<file path="src/rtl/fugue_host_if_if.sv">
// Host and core bus bundles for the Fugue host responder.
// Latency: none (wiring only).
// Backpressure: host side via ack pulses; core side via core_wready.
//
// fugue_host_bus_if : init/load/fetch/idata from host, ack/odata/err back.
// fugue_core_bus_if : packed message words and control to the hash core,
//                     digest and done level back from it.

interface fugue_host_bus_if #(
  parameter int IOSIZE = 16
);
  logic              init;
  logic              load;
  logic              fetch;
  logic [IOSIZE-1:0] idata;
  logic              ack;
  logic [IOSIZE-1:0] odata;
  logic              err;

  modport master (output init, load, fetch, idata, input ack, odata, err);
  modport slave  (input init, load, fetch, idata, output ack, odata, err);
endinterface

interface fugue_core_bus_if #(
  parameter int WORDSIZE     = 32,
  parameter int DIGEST_WORDS = 8
);
  logic                             core_init;
  logic                             core_wvalid;
  logic [WORDSIZE-1:0]              core_wdata;
  logic                             core_wready;
  logic                             core_final;
  logic                             core_done;
  logic [WORDSIZE*DIGEST_WORDS-1:0] core_digest;

  modport master (output core_init, core_wvalid, core_wdata, core_final,
                  input  core_wready, core_done, core_digest);
  modport slave  (input  core_init, core_wvalid, core_wdata, core_final,
                  output core_wready, core_done, core_digest);
endinterface

</file>
<file path="src/rtl/fugue_host_if.sv">
// Host responder: packs 16-bit host halfwords into 32-bit core words and streams the digest back.
// Latency: ack 1 cycle after acceptance (low half: 1 cycle after core_wready; first digest halfword: 1 cycle after core_done).
// Backpressure: low-half ack withheld until the core takes the word; a held request is accepted at most every other cycle.
//
// Ports: clk, rst (sync, active high);
//        host : init/load/fetch/idata in, ack/odata/err out (all outputs registered)
//        core : core_init/core_wvalid/core_wdata/core_final out, core_wready/core_done/core_digest in

module fugue_host_if #(
  parameter int IOSIZE       = 16,
  parameter int WORDSIZE     = 32,
  parameter int DIGEST_WORDS = 8
) (
  input  logic             clk,
  input  logic             rst,
  fugue_host_bus_if.slave  host,
  fugue_core_bus_if.master core
);

  localparam int DW     = WORDSIZE * DIGEST_WORDS;
  localparam int HW_CNT = DW / IOSIZE;
  localparam int CW     = $clog2(HW_CNT);
  localparam logic [CW-1:0] LAST_HW = CW'(HW_CNT - 1);

  typedef enum logic [2:0] {
    IDLE,
    LOAD_HI,
    LOAD_LO,
    PUSH,
    FINAL,
    DRAIN
  } state_t;

  state_t              r_state,  w_state_nxt;
  logic                r_ack,    w_ack_nxt;
  logic                r_err,    w_err_nxt;
  logic                r_cinit,  w_cinit_nxt;
  logic                r_cfinal, w_cfinal_nxt;
  logic                r_wvalid, w_wvalid_nxt;
  logic [WORDSIZE-1:0] r_wdata,  w_wdata_nxt;
  logic [IOSIZE-1:0]   r_odata,  w_odata_nxt;
  logic [IOSIZE-1:0]   r_buf_hi, w_buf_hi_nxt;
  logic [CW-1:0]       r_fcnt,   w_fcnt_nxt;

  logic                w_load_acc;
  logic                w_fetch_acc;
  logic [DW-1:0]       w_dig_shift;
  logic [IOSIZE-1:0]   w_dig_hw;

  // ack is registered, so gating on it makes a held request count once per ack.
  assign w_load_acc  = host.load  && !r_ack;
  assign w_fetch_acc = host.fetch && !r_ack;

  // Halfword r_fcnt of the digest, most significant halfword first.
  assign w_dig_shift = core.core_digest << (32'(r_fcnt) * IOSIZE);
  assign w_dig_hw    = w_dig_shift[DW-1 -: IOSIZE];

  always_ff @(posedge clk) begin
    if (rst) begin
      r_state  <= IDLE;
      r_ack    <= 1'b0;
      r_err    <= 1'b0;
      r_cinit  <= 1'b0;
      r_cfinal <= 1'b0;
      r_wvalid <= 1'b0;
      r_wdata  <= '0;
      r_odata  <= '0;
      r_buf_hi <= '0;
      r_fcnt   <= '0;
    end else begin
      r_state  <= w_state_nxt;
      r_ack    <= w_ack_nxt;
      r_err    <= w_err_nxt;
      r_cinit  <= w_cinit_nxt;
      r_cfinal <= w_cfinal_nxt;
      r_wvalid <= w_wvalid_nxt;
      r_wdata  <= w_wdata_nxt;
      r_odata  <= w_odata_nxt;
      r_buf_hi <= w_buf_hi_nxt;
      r_fcnt   <= w_fcnt_nxt;
    end
  end

  always_comb begin
    w_state_nxt  = r_state;
    w_ack_nxt    = 1'b0;
    w_err_nxt    = 1'b0;
    w_cinit_nxt  = 1'b0;
    w_cfinal_nxt = 1'b0;
    w_wvalid_nxt = r_wvalid;
    w_wdata_nxt  = r_wdata;
    w_odata_nxt  = r_odata;
    w_buf_hi_nxt = r_buf_hi;
    w_fcnt_nxt   = r_fcnt;

    if (host.init) begin
      // init wins in every state; an in-flight word is abandoned.
      w_cinit_nxt  = 1'b1;
      w_wvalid_nxt = 1'b0;
      w_buf_hi_nxt = '0;
      w_fcnt_nxt   = '0;
      w_state_nxt  = LOAD_HI;
    end else begin
      case (r_state)
        IDLE: begin
          if (w_load_acc || w_fetch_acc) w_err_nxt = 1'b1;
        end
        LOAD_HI: begin
          if (w_load_acc && w_fetch_acc) begin
            w_err_nxt = 1'b1;
          end else if (w_load_acc) begin
            w_buf_hi_nxt = host.idata;
            w_ack_nxt    = 1'b1;
            w_state_nxt  = LOAD_LO;
          end else if (w_fetch_acc) begin
            // Pulse core_final on the transition so it fires once per entry.
            w_cfinal_nxt = 1'b1;
            w_state_nxt  = FINAL;
          end
        end
        LOAD_LO: begin
          if (w_load_acc && w_fetch_acc) begin
            w_err_nxt = 1'b1;
          end else if (w_load_acc) begin
            w_wdata_nxt  = {r_buf_hi, host.idata};
            w_wvalid_nxt = 1'b1;
            w_state_nxt  = PUSH;
          end else if (w_fetch_acc) begin
            // Odd halfword count cannot form a whole word.
            w_err_nxt   = 1'b1;
            w_state_nxt = IDLE;
          end
        end
        PUSH: begin
          if (core.core_wready) begin
            w_wvalid_nxt = 1'b0;
            w_ack_nxt    = 1'b1;
            w_state_nxt  = LOAD_HI;
          end
        end
        FINAL: begin
          if (core.core_done) begin
            w_odata_nxt = core.core_digest[DW-1 -: IOSIZE];
            w_ack_nxt   = 1'b1;
            w_fcnt_nxt  = CW'(1);
            w_state_nxt = DRAIN;
          end
        end
        DRAIN: begin
          if (w_load_acc) begin
            w_err_nxt = 1'b1;
          end else if (w_fetch_acc) begin
            w_odata_nxt = w_dig_hw;
            w_ack_nxt   = 1'b1;
            w_fcnt_nxt  = r_fcnt + CW'(1);
            if (r_fcnt == LAST_HW) w_state_nxt = IDLE;
          end
        end
        default: w_state_nxt = IDLE;
      endcase
    end
  end

  assign host.ack         = r_ack;
  assign host.err         = r_err;
  assign host.odata       = r_odata;
  assign core.core_init   = r_cinit;
  assign core.core_final  = r_cfinal;
  assign core.core_wvalid = r_wvalid;
  assign core.core_wdata  = r_wdata;

endmodule

</file>
<file path="src/flat_wrapper.sv">
// flat-port wrapper written by rule: the top's interface ports become plain ports
module fugue_host_if_flat 
#(
  parameter int IOSIZE       = 16,
  parameter int WORDSIZE     = 32,
  parameter int DIGEST_WORDS = 8
)
  (clk, rst, host_init, host_load, host_fetch, host_idata, host_ack, host_odata, host_err, core_core_init, core_core_wvalid, core_core_wdata, core_core_final, core_core_wready, core_core_done, core_core_digest);
  fugue_host_bus_if #(.IOSIZE(IOSIZE)) host_i ();
  fugue_core_bus_if #(.WORDSIZE(WORDSIZE), .DIGEST_WORDS(DIGEST_WORDS)) core_i ();
  input  logic clk;
  input  logic rst;
  input wire logic [$bits(host_i.init)-1:0] host_init;
  input wire logic [$bits(host_i.load)-1:0] host_load;
  input wire logic [$bits(host_i.fetch)-1:0] host_fetch;
  input wire logic [$bits(host_i.idata)-1:0] host_idata;
  output wire logic [$bits(host_i.ack)-1:0] host_ack;
  output wire logic [$bits(host_i.odata)-1:0] host_odata;
  output wire logic [$bits(host_i.err)-1:0] host_err;
  output wire logic [$bits(core_i.core_init)-1:0] core_core_init;
  output wire logic [$bits(core_i.core_wvalid)-1:0] core_core_wvalid;
  output wire logic [$bits(core_i.core_wdata)-1:0] core_core_wdata;
  output wire logic [$bits(core_i.core_final)-1:0] core_core_final;
  input wire logic [$bits(core_i.core_wready)-1:0] core_core_wready;
  input wire logic [$bits(core_i.core_done)-1:0] core_core_done;
  input wire logic [$bits(core_i.core_digest)-1:0] core_core_digest;
  assign host_i.init = host_init;
  assign host_i.load = host_load;
  assign host_i.fetch = host_fetch;
  assign host_i.idata = host_idata;
  assign host_ack = host_i.ack;
  assign host_odata = host_i.odata;
  assign host_err = host_i.err;
  assign core_core_init = core_i.core_init;
  assign core_core_wvalid = core_i.core_wvalid;
  assign core_core_wdata = core_i.core_wdata;
  assign core_core_final = core_i.core_final;
  assign core_i.core_wready = core_core_wready;
  assign core_i.core_done = core_core_done;
  assign core_i.core_digest = core_core_digest;
  fugue_host_if #(.IOSIZE(IOSIZE), .WORDSIZE(WORDSIZE), .DIGEST_WORDS(DIGEST_WORDS)) u_core (.clk(clk), .rst(rst), .host(host_i), .core(core_i));
endmodule
</file>
<file path="config.mk">
export PLATFORM = sky130hd
export DESIGN_NAME = fugue_host_if_flat
export DESIGN_NICKNAME = d
export VERILOG_FILES = /design/src/rtl/fugue_host_if_if.sv /design/src/rtl/fugue_host_if.sv /design/src/flat_wrapper.sv
export SDC_FILE = /design/constraint.sdc
export NUM_CORES = 1
export LEC_CHECK = 0
export ABC_AREA = 0
export CORE_AREA = 4 4 129 131
export DETAILED_ROUTE_END_ITERATION = 10
export DIE_AREA = 0 0 133 135
export GPL_ROUTABILITY_DRIVEN = 0
export PLACE_DENSITY = 0.81
export SLEW_MARGIN = 0
export SYNTH_ARGS = -nofsm -noshare
export SYNTH_HDL_FRONTEND = slang
export SYNTH_SLANG_ARGS = --single-unit
</file>
<file path="constraint.sdc">
create_clock -name clk -period 4.57 [get_ports clk]
set_input_delay 0.914 -clock clk [delete_from_list [all_inputs] [get_ports clk]]
set_output_delay 0.914 -clock clk [all_outputs]
set_load 0.005 [all_outputs]
</file>
==> results of run 1 <==
==> power by group through the flow <==
| stage | Clock (W) | Combinational, W | Sequential (W) |
|---|---|---|---|
| finish | 0.000657 | 0.000368 | 0.000674 |
| global route | 0.000691 | 0.000385 | 0.000675 |
| CTS | 0.000665 | 0.000365 | 0.000674 |
| detailed placement | 0 | 0.000363 | 0.000688 |
| global placement | 0 | 0.000359 | 0.000688 |
| floorplan | 0 | 0.0000928 | 0.000685 |
==> synthesized netlist by cell type, drive strengths merged (2+ instances only) <==
library cell,n,area [µm²]
dfxtp,76,1521
inv,3,11.26
nor2,16,65.06
a21oi,72,360.4
mux2,16,180.2
a32oi,2,25.03
mux4,48,1081
a22o,16,140.1
o211ai,2,20.02
nor2b,22,137.6
or2,5,31.28
o31ai,17,127.6
and3,2,12.51
a211oi,17,127.6
o22ai,16,100.1
nand3,6,30.03
nand2,119,446.7
o221ai,16,140.1
nor4,2,12.51
buf,38,274.0
clkbuf,19,72.56
xnor2,2,17.52
and2,3,18.77
==> cells in the final DEF, fill, tap and decap left out, drive strengths merged, types with 2 or more instances in the layout <==
cell type	n
and3	2
xnor2	2
o211ai	2
buf	8
nand3	6
nor2	16
a211oi	17
o221ai	16
or2	5
mux2	16
o22ai	16
nor2b	22
a21oi	72
dfxtp	76
mux4	48
nor4	2
and2	3
inv	4
a32oi	2
clkbuf	11
o31ai	17
clkdlybuf4s50	330
clkinv	3
nand2	119
diode	2
a22o	16
==> worst paths after layout <==
path | endpoint | depth (start not counted) | slack (ns)
setup / recovery | u_core.core.core_wdata[31]$_SDFFE_PP0P_ | 6 | 1.74
hold / removal | u_core.core.core_wdata[1]$_SDFFE_PP0P_ | 2 | 0.45
setup reg to reg | u_core.host.odata[15]$_SDFFE_PP0P_ | 5 | 1.94
hold reg to reg | u_core.core.core_wdata[1]$_SDFFE_PP0P_ | 2 | 0.45
==> area by class of cell <==
class                   count  area, µm²
diodes                      2      5.005
clock inverters             4      25.02
clock buffers              11      242.7
multi-input cells         414       3199
inverters                   3      11.26
flip-flops and latches     76       1526
well taps                 216      270.3
repair buffers            338       3373
fillers                  1394       6944
==> per-layer routing <==
layer / vias to the layer above / routed length [µm] / part of all wire / GRT usage
li1: 2645 / - / - / -
met1: 2738 / 9714 / 0.39 / 0.3213
met2: 322 / 11480 / 0.46 / 0.4089
met3: 61 / 2870 / 0.12 / 0.1121
met4: 20 / 605 / 0.024 / 0.07333
met5: - / 107 / 0.0043 / 0
==> sequential cells by signal, indices dropped and copies added (netlist names), 3 cells and up <==
register and count:
u_core.r_state 3, u_core.host.odata 16, u_core.core.core_wdata 32, u_core.r_buf_hi 16, u_core.r_fcnt 4
==> per-stage QoR <==
| stage | hold WS (ns) | std cells | utilization |
|---|---|---|---|
| 3_5_place_dp | 0.4431 | 1047 | 0.5373 |
| 4_1_cts | 0.4500 | 1062 | 0.5545 |
| 2_1_floorplan | 0.4366 | 550 | - |
| 3_3_place_gp | 0.4363 | 1047 | 0.5373 |
| 6_report | 0.4476 | 1064 | 0.5548 |
| 5_1_grt | 0.4674 | 1063 | 0.5546 |
==> logic make-up after synthesis <==
| kind of cell | count (synthesis) |
|---|---|
| and+or+nand+nor | 183 |
| AOI/OAI and AO/OA | 163 |
| DFF | 76 |
| muxes | 64 |
| buffers and inverters | 60 |
| xor gates and xnor gates | 3 |
| adders and majority gates | 1 |
==> worst max-delay path, stage by stage <==
cell and delay [ns]:
clkdlybuf4s50_1 0.54, and2b_1 0.29, nand4b_1 0.16, or2_1 0.87, nand2_1 0.13, a21oi_1 0.17
==> metrics.txt, run 1 <==
EDFF count, synth=0; fin area=8653 µm²; Synth async-reset ratio=0; Initial Util=0.3254; wire length of the first global-routing pass=34.41 mm; crit start category=primary input; measured slew at the worst slew-check pin=between 1 and 1.5 ns; RSZ-0062 raised after global routing=no; total chip power=between 0.0015 and 0.002 W; Die X-Extent=133 µm; Max-Cap Viols=0; PD cells=196.3 nW/µm²; period utilisation layout=0.6191; CTS Buffer Depth=2; initial antenna violation count=12; critical path launch point=host_load; cts repair resizes=0; HP Start=u_core.core.core_wdata[1]$_SDFFE_PP0P_; CP arrival=3.09 ns; switching power=0.0003905 W; Iteration-0 DRC Markers=around 350; synthesis-to-finish area growth=70.47%; largest net degree at the start of global routing=52; vias in the first global route=5626; Remaining DRCs=0; share of cells above drive strength 1=0.09220; synthesized area=5076 µm²; IO Count=332; wirelength, routed=24.78 mm; Die Ht=about 140 µm; Hold Vio Cnt, Final=0; skew final=~0.0053 ns; status=finished clean; WL per Instance=23.28 µm; Clk pin slew, worst setup/hold paths=0.06 ns; GRT Total Usage=0.2581; CP endpoint kind=register; leakage power=2.820 nW; sequential share of power=0.397; core footprint=15600 µm²; multiplexer area fraction after synthesis=0.2485; r2r startpoint=u_core.r_fcnt[2]$_SDFFE_PP0P_; combinational share of power=0.216; Slew Limit Fails=0; Die ar.=17960 µm²; min setup slack post-route=approximately 1.7 ns; Hold Path Class=reg2reg; clock latency on the worst-skew pair=0.34 ns; drt pass-1 iters=6; Worst Path Required=4.83 ns; postcts setup bufs=0; layout net count=1122; Pint=approximately 0.0013 W; Yosys reg bits=76; FMAX=between 300 and 400 MHz; Setup-failing EPs final=0; DRT antenna net count=0; Avg Cell Area, Syn=9.229 µm²; CTS H-tree depth=3; Post-Syn Instances=550; yosys synthesis warning count=0; Unique masters post-synth=47; Vias per Instance=5.438; fin crit period=2.829 ns; DP Worst Slack=1.410 ns; Worst Path Max Fanout=32; CTS root buf=clkbuf_16; Sw Ratio=0.2299; Sum Neg Setup Slack=0 ns; PortBufs=331; vias=5786; Synth Net Count=830; Placed Area=between 8000 and 9000 µm²; Synth Area in Simple Gates=0.1617; clock group share of total power=0.387; Worst IR Drop VDD=0.1446 mV; Detail Placement HPWL=19.95 mm; Row Count=46; register area share after synthesis=0.2997; Num CTS Buffers=9; relative slew slack=0.2594; clk sinks=76; total global routing overflow=0; combinational family with the most area after synthesis=multiplexers; Top FF cell, synth=dfxtp_1; XOR/XNOR Fraction of Synth Area=0.005176; kind of critical path=in2reg; Post-CTS Hold Buffers=0; Adder-Cell Fraction of Synth Area=0.002465; Synth Area in Compound Gates=0.2120; CTS tree=yes
(Power assumes the default switching activity.)
==> inputs of run 2 (changes only) <==
--- a/config.mk
+++ b/config.mk
@@ -6,11 +6,11 @@
 export NUM_CORES = 1
 export LEC_CHECK = 0
 export ABC_AREA = 0
-export CORE_AREA = 4 4 129 131
+export CORE_MARGIN = 4
+export CORE_UTILIZATION = 33
 export DETAILED_ROUTE_END_ITERATION = 10
-export DIE_AREA = 0 0 133 135
 export GPL_ROUTABILITY_DRIVEN = 0
-export PLACE_DENSITY = 0.81
+export PLACE_DENSITY = 0.84
 export SLEW_MARGIN = 0
 export SYNTH_ARGS = -nofsm -noshare
 export SYNTH_HDL_FRONTEND = slang
==> constraint.sdc (replaced) <==
create_clock -name clk -period 2.59 [get_ports clk]
set_input_delay 0.518 -clock clk [delete_from_list [all_inputs] [get_ports clk]]
set_output_delay 0.518 -clock clk [all_outputs]
set_load 0.005 [all_outputs]
==> run 2 against run 1 <==
  * Non-clock buffer count grew 19
  * Hold slack gained 0.0030 ns
  * First-iteration DRC count grew 32%
  * Sequential power grew 77%
  * Register-to-register slack lost 1.6 ns
  * Sequential cell count is the same
  * Clock skew grew 0.00096 ns
  * Via count grew 1.1%
  * Cell count shrank 0.85%
  * Largest cell class unchanged
==> metrics.txt, run 2 (synthesis gave the netlist of run 1 again) <==
status=finished clean (unchanged); layout net count=1141 (was 1122); WL per Instance=23.04 µm (was 23.28 µm); relative slew slack=0.5548 (was 0.2594); Num CTS Buffers=9 (unchanged); period utilisation layout=0.8563; skew final=0.006295 ns (was 0.005332 ns); Post-CTS Hold Buffers=0 (unchanged); Clk pin slew, worst setup/hold paths=0.06 ns (about the same); sequential share of power=0.367 (was 0.397); CTS root buf=clkbuf_16 (unchanged); HP Start=u_core.core.core_wdata[6]$_SDFFE_PP0P_ (was u_core.core.core_wdata[1]$_SDFFE_PP0P_); Sum Neg Setup Slack=0 ns (unchanged); clock group share of total power=0.431 (was 0.387); vias=5847 (was 5786); Worst Path Max Fanout=23 (was 32); Vias per Instance=5.542 (was 5.438); largest net degree at the start of global routing=51 (was 52); CTS tree=yes (unchanged); FMAX=between 400 and 500 MHz; PD cells=364.8 nW/µm² (was 196.3 nW/µm²); fin crit period=2.218 ns; wire length of the first global-routing pass=35.32 mm (was 34.41 mm); GRT Total Usage=0.2667 (was 0.2581); most common cell after layout, fill and taps aside=clkdlybuf4s50_1 (unchanged); RSZ-0062 raised after global routing=no (unchanged); leakage power=2.960 nW (was 2.820 nW); Slew Limit Fails=0 (unchanged); measured slew at the worst slew-check pin=0.6678 ns (was 1.111 ns); clock latency on the worst-skew pair=0.33 ns (was 0.34 ns); drt pass-1 iters=5 (was 6); DRT antenna net count=0 (unchanged); CTS H-tree depth=3 (unchanged); crit path cell chain=buf_4, mux4_2, o22ai_1, o31ai_1, o221ai_1, a21oi_1 (was clkdlybuf4s50_1, and2b_1, nand4b_1, or2_1, nand2_1, a21oi_1); Remaining DRCs=0 (unchanged); Max-Cap Viols=0 (unchanged); Hold Path Class=reg2reg (unchanged); Iteration-0 DRC Markers=456 (was 346); Die X-Extent=132.0 µm (was 133 µm); vias in the first global route=5716 (was 5626); max reg flops=32 (unchanged); Initial Util=0.3352 (was 0.3254); Sw Ratio=0.2153 (was 0.2299); fillcell total=1299 (was 1394); WHS Path Cells=2 (unchanged); switching power=0.0006982 W (was 0.0003905 W); crit start category=register (was primary input); initial antenna violation count=8 (was 12); Die ar.=17430 µm² (was 17960 µm²); Worst IR Drop VDD=0.2785 mV (was 0.1446 mV); core footprint=15150 µm² (was 15600 µm²); total global routing overflow=0 (unchanged); clk sinks=76 (unchanged); commonest non-fill, non-tap cells in the layout=clkdlybuf4s50_1 (330), nand2_1 (119), dfxtp_1 (74) (unchanged); wirelength, routed=24.30 mm (was 24.78 mm); Reg2Reg Depth=6 (was 5); Setup-failing EPs final=0 (unchanged); CP max-delay cell=dfxtp_4 (was or2_1); postcts setup bufs=0 (unchanged); Detail Placement HPWL=20.05 mm (was 19.95 mm); combinational share of power=0.202 (was 0.216); Die Ht=132.0 µm (was 135 µm); IO Count=332 (unchanged); CTS Buffer Depth=2 (unchanged); PortBufs=331 (unchanged); FF-to-FF setup slack=0.37 ns (was 1.94 ns); Pint=0.002544 W (was 0.001308 W); RR Endpoint=u_core.host.odata[1]$_SDFFE_PP0P_ (was u_core.host.odata[15]$_SDFFE_PP0P_); Row Count=45 (was 46); share of cells above drive strength 1=0.1143 (was 0.09220); CP endpoint kind=register (unchanged); kind of critical path=reg2reg (was in2reg); Worst Path Required=2.79 ns (was 4.83 ns); cts repair resizes=0 (unchanged); Worst Hold Endpoint=u_core.core.core_wdata[6]$_SDFFE_PP0P_ (was u_core.core.core_wdata[1]$_SDFFE_PP0P_); r2r startpoint=u_core.r_fcnt[1]$_SDFFE_PP0P_ (was u_core.r_fcnt[2]$_SDFFE_PP0P_); CP arrival=2.41 ns (was 3.09 ns); Hold WS=0.4506 ns (was 0.4476 ns); synthesis-to-finish area growth=75.10% (was 70.47%); crit-path max cell delay=0.64 ns (was 0.87 ns); Hold Vio Cnt, Final=0 (unchanged)
-- run 2: final cells by class --
class	count	area, µm²	area share
well taps	188	235.2	0.02646
multi-input cells	414	3199	0.3599
clock inverters	5	82.58	0.009291
flip-flops and latches	76	1526	0.1717
repair buffers	357	3578	0.4026
clock buffers	11	252.7	0.02843
inverters	3	11.26	0.001267
diodes	1	2.502	0.0002815
-- run 2: critical path, delay by kind of cell (launching register included) --
family                 cells  cell delay (ns)
AO/OA/AOI/OAI              4             0.64
flip-flops                 1             0.64
multiplexers               1             0.52
buffers and inverters      1             0.27
-- run 2: power groups by stage --
stage | sequential (W) | combinational [W] | clock (W)
6_report | 0.00119 | 0.000655 | 0.00140
5_1_grt | 0.00119 | 0.000690 | 0.00148
4_1_cts | 0.00119 | 0.000653 | 0.00142
3_5_place_dp | 0.00121 | 0.000649 | 0
3_3_place_gp | 0.00121 | 0.000640 | 0
2_1_floorplan | 0.00121 | 0.000164 | 0
-- run 2: worst max path at each step --
| stage | slack [ns] | to | start | cells after the start |
|---|---|---|---|---|
| after floorplan | 0.86 | u_core.host.odata[14]$_SDFFE_PP0P_ | u_core.r_fcnt[1]$_SDFFE_PP0P_ | 6 |
| after global placement | 0.27 | u_core.host.odata[13]$_SDFFE_PP0P_ | host_load | 6 |
| after detailed placement | 0.17 | u_core.host.odata[6]$_SDFFE_PP0P_ | host_load | 6 |
| after CTS | 0.36 | u_core.host.odata[1]$_SDFFE_PP0P_ | u_core.r_fcnt[1]$_SDFFE_PP0P_ | 6 |
| after global routing | 0.25 | u_core.host.odata[3]$_SDFFE_PP0P_ | u_core.r_fcnt[1]$_SDFFE_PP0P_ | 6 |
| final | 0.37 | u_core.host.odata[1]$_SDFFE_PP0P_ | u_core.r_fcnt[1]$_SDFFE_PP0P_ | 6 |
-- run 2: stage by stage --
stage | power (W) | utilization | worst slack [ns] | instances | area [µm²]
after floorplan | 0.001373 | - | 0.8639 | 550 | 5076
after CTS | 0.003265 | 0.5867 | 0.3615 | 1054 | 8886
final | 0.003242 | 0.5869 | 0.3723 | 1055 | 8889
after global placement | 0.001855 | 0.5646 | 0.2675 | 1038 | 8551
after global routing | 0.003356 | 0.5869 | 0.2487 | 1055 | 8889
after detailed placement | 0.001863 | 0.5646 | 0.1701 | 1038 | 8551
-- run 2: layer usage --
| metal | wire length [µm] | GRT usage | up-vias | share of wire |
|---|---|---|---|---|
| met1 | 9414 | 0.3371 | 2750 | 0.39 |
| met2 | 11420 | 0.4296 | 352 | 0.47 |
| li1 | - | - | 2687 | - |
| met3 | 2878 | 0.1008 | 46 | 0.12 |
| met4 | 515 | 0.07060 | 12 | 0.021 |
| met5 | 74 | 0 | - | 0.0030 |
==> inputs of run 3 (changes only) <==
--- a/config.mk
+++ b/config.mk
@@ -8,6 +8,7 @@
 export ABC_AREA = 0
 export CORE_MARGIN = 4
 export CORE_UTILIZATION = 33
+export CTS_BUF_LIST = sky130_fd_sc_hd__clkbuf_16
 export DETAILED_ROUTE_END_ITERATION = 10
 export GPL_ROUTABILITY_DRIVEN = 0
 export PLACE_DENSITY = 0.84
==> run 3 against run 2 <==
  * Clock skew up 0.0027 ns
  * Clock-buffer cell count down 2
  * Global-route usage unchanged
  * Hold slack about the same
  * First-iteration DRC count up 2.4%
  * Critical path type unchanged
  * Die area unchanged
==> metrics.txt, run 3 (synthesis gave the netlist of run 1 again) <==
synthesis-to-finish area growth=74.71% (was 75.10%); met2 Resource Use GR=0.4304 (was 0.4296); met3 Track Usage GR=0.1008 (unchanged); CP endpoint kind=register (unchanged); initial antenna violation count=8 (unchanged); Hold Path Class=reg2reg (unchanged); DRT antenna net count=0 (unchanged); fillcell total=1303 (was 1299); Crit path max-delay family=compound AO/OA/AOI/OAI gates (was flip-flops); GRT Total Usage=0.2667 (unchanged); total global routing overflow=0 (unchanged); Row Count=45 (unchanged); Remaining DRCs=0 (unchanged); Vias per Instance=5.518 (was 5.542); GR met1 Demand/Resource=0.3364 (was 0.3371); period utilisation layout=0.8516 (was 0.8563); Max-Cap Viols=0 (unchanged); Die X-Extent=132.0 µm (unchanged); Clk pin slew, worst setup/hold paths=0.06 ns (about the same); Initial Util=0.3352 (unchanged); r2r startpoint=u_core.r_fcnt[1]$_SDFFE_PP0P_ (unchanged); Slew Limit Fails=0 (unchanged); wirelength, routed=24.33 mm (was 24.30 mm); measured slew at the worst slew-check pin=0.6653 ns (was 0.6678 ns); Die Ht=132.0 µm (unchanged); fin crit period=2.206 ns (was 2.218 ns); vias in the first global route=5717 (was 5716); largest net degree at the start of global routing=51 (unchanged); postcts setup bufs=0 (unchanged); cts repair resizes=0 (unchanged); Worst IR Drop VDD=0.2762 mV (was 0.2785 mV); PortBufs=331 (unchanged); Iteration-0 DRC Markers=467 (was 456); clock latency on the worst-skew pair=0.33 ns (about the same); Sum Neg Setup Slack=0 ns (unchanged); IO Count=332 (unchanged); core footprint=15150 µm² (unchanged); commonest non-fill, non-tap cells in the layout=clkdlybuf4s50_1 (330), nand2_1 (119), dfxtp_1 (74) (unchanged); max reg flops=32 (unchanged); layout net count=1141 (unchanged); crit start category=register (unchanged); Hold Vio Cnt, Final=0 (unchanged); drt pass-1 iters=5 (unchanged); CP bufs+invs=1 (unchanged); CTS H-tree depth=3 (unchanged); Post-CTS Hold Buffers=0 (unchanged); vias=5821 (was 5847); Die ar.=17430 µm² (unchanged); leakage power=2.948 nW (was 2.960 nW); WL per Instance=23.06 µm (was 23.04 µm); gr busiest metal=met2 (unchanged); crit-path max cell delay=0.62 ns (was 0.64 ns); HP Start=u_core.core.core_wdata[2]$_SDFFE_PP0P_ (was u_core.core.core_wdata[6]$_SDFFE_PP0P_); share of cells above drive strength 1=0.1120 (was 0.1143); kind of critical path=reg2reg (unchanged); status=finished clean (unchanged); Setup-failing EPs final=0 (unchanged); most common cell after layout, fill and taps aside=clkdlybuf4s50_1 (unchanged); CP max-delay cell=dfxtp_4 (unchanged); clk sinks=76 (unchanged); Num CTS Buffers=9 (unchanged); Detail Placement HPWL=20.05 mm (unchanged); RSZ-0062 raised after global routing=no (unchanged); critical path launch point=u_core.r_fcnt[1]$_SDFFE_PP0P_ (unchanged); PD cells=358.4 nW/µm² (was 364.8 nW/µm²); CTS root buf=clkbuf_16 (unchanged); Hold WS=0.4504 ns (was 0.4506 ns); CP arrival=2.40 ns (was 2.41 ns); Worst Path Required=2.79 ns (about the same); relative slew slack=0.5565 (was 0.5548); FMAX=453.4 MHz (was 450.9 MHz); Worst Path Max Fanout=23 (unchanged); CTS Buffer Depth=2 (unchanged); skew final=0.008987 ns (was 0.006295 ns); crit path cell chain=buf_4, mux4_2, o22ai_1, o31ai_1, o221ai_1, a21oi_1 (unchanged); CTS tree=yes (unchanged); wire length of the first global-routing pass=35.31 mm (was 35.32 mm)
-- run 3: per-stage QoR --
stage / util / instances / power, W / worst slack, ns / cell area, µm²
6_report: 0.5855 / 1055 / 0.003179 / 0.3844 / 8869
5_1_grt: 0.5855 / 1055 / 0.003294 / 0.2487 / 8869
4_1_cts: 0.5854 / 1054 / 0.003201 / 0.3615 / 8866
3_5_place_dp: 0.5646 / 1038 / 0.001863 / 0.1701 / 8551
3_3_place_gp: 0.5646 / 1038 / 0.001855 / 0.2675 / 8551
2_1_floorplan: - / 550 / 0.001373 / 0.8639 / 5076
-- run 3: area by class of cell --
type	count	area, µm²	share of cell area
Sequential cell	76	1526	0.1721
Timing Repair Buffer	357	3578	0.4035
Tap cell	188	235.2	0.02652
Clock inverter	7	90.09	0.01016
Antenna cell	1	2.502	0.0002822
Multi-Input combinational cell	414	3199	0.3608
Inverter	3	11.26	0.001270
Clock buffer	9	225.2	0.02540
-- run 3: final timing paths --
| path | slack [ns] | endpoint | cells past startpoint |
|---|---|---|---|
| min reg2reg | 0.45 | u_core.core.core_wdata[2]$_SDFFE_PP0P_ | 2 |
| max | 0.38 | u_core.host.odata[1]$_SDFFE_PP0P_ | 6 |
| min | 0.45 | u_core.core.core_wdata[2]$_SDFFE_PP0P_ | 2 |
| max reg2reg | 0.38 | u_core.host.odata[1]$_SDFFE_PP0P_ | 6 |
-- run 3: power breakdown --
group	switching [W]	internal, W	total, W
clock	0.000495	0.000840	0.00134
combinational	0.000188	0.000467	0.000655
sequential	0.0000113	0.00118	0.00119
-- run 3: worst reg2reg max path: stages, from the launching register on --
cell	delay, ns
dfxtp_4	0.62
buf_4	0.28
mux4_2	0.53
o22ai_1	0.18
o31ai_1	0.11
o221ai_1	0.25
a21oi_1	0.10
-- run 3: metal layers --
metal  routed length [µm]  up-vias
met2                11410      334
met5                   74        -
met1                 9563     2740
met3                 2796       43
li1                     -     2692
met4                  482       12
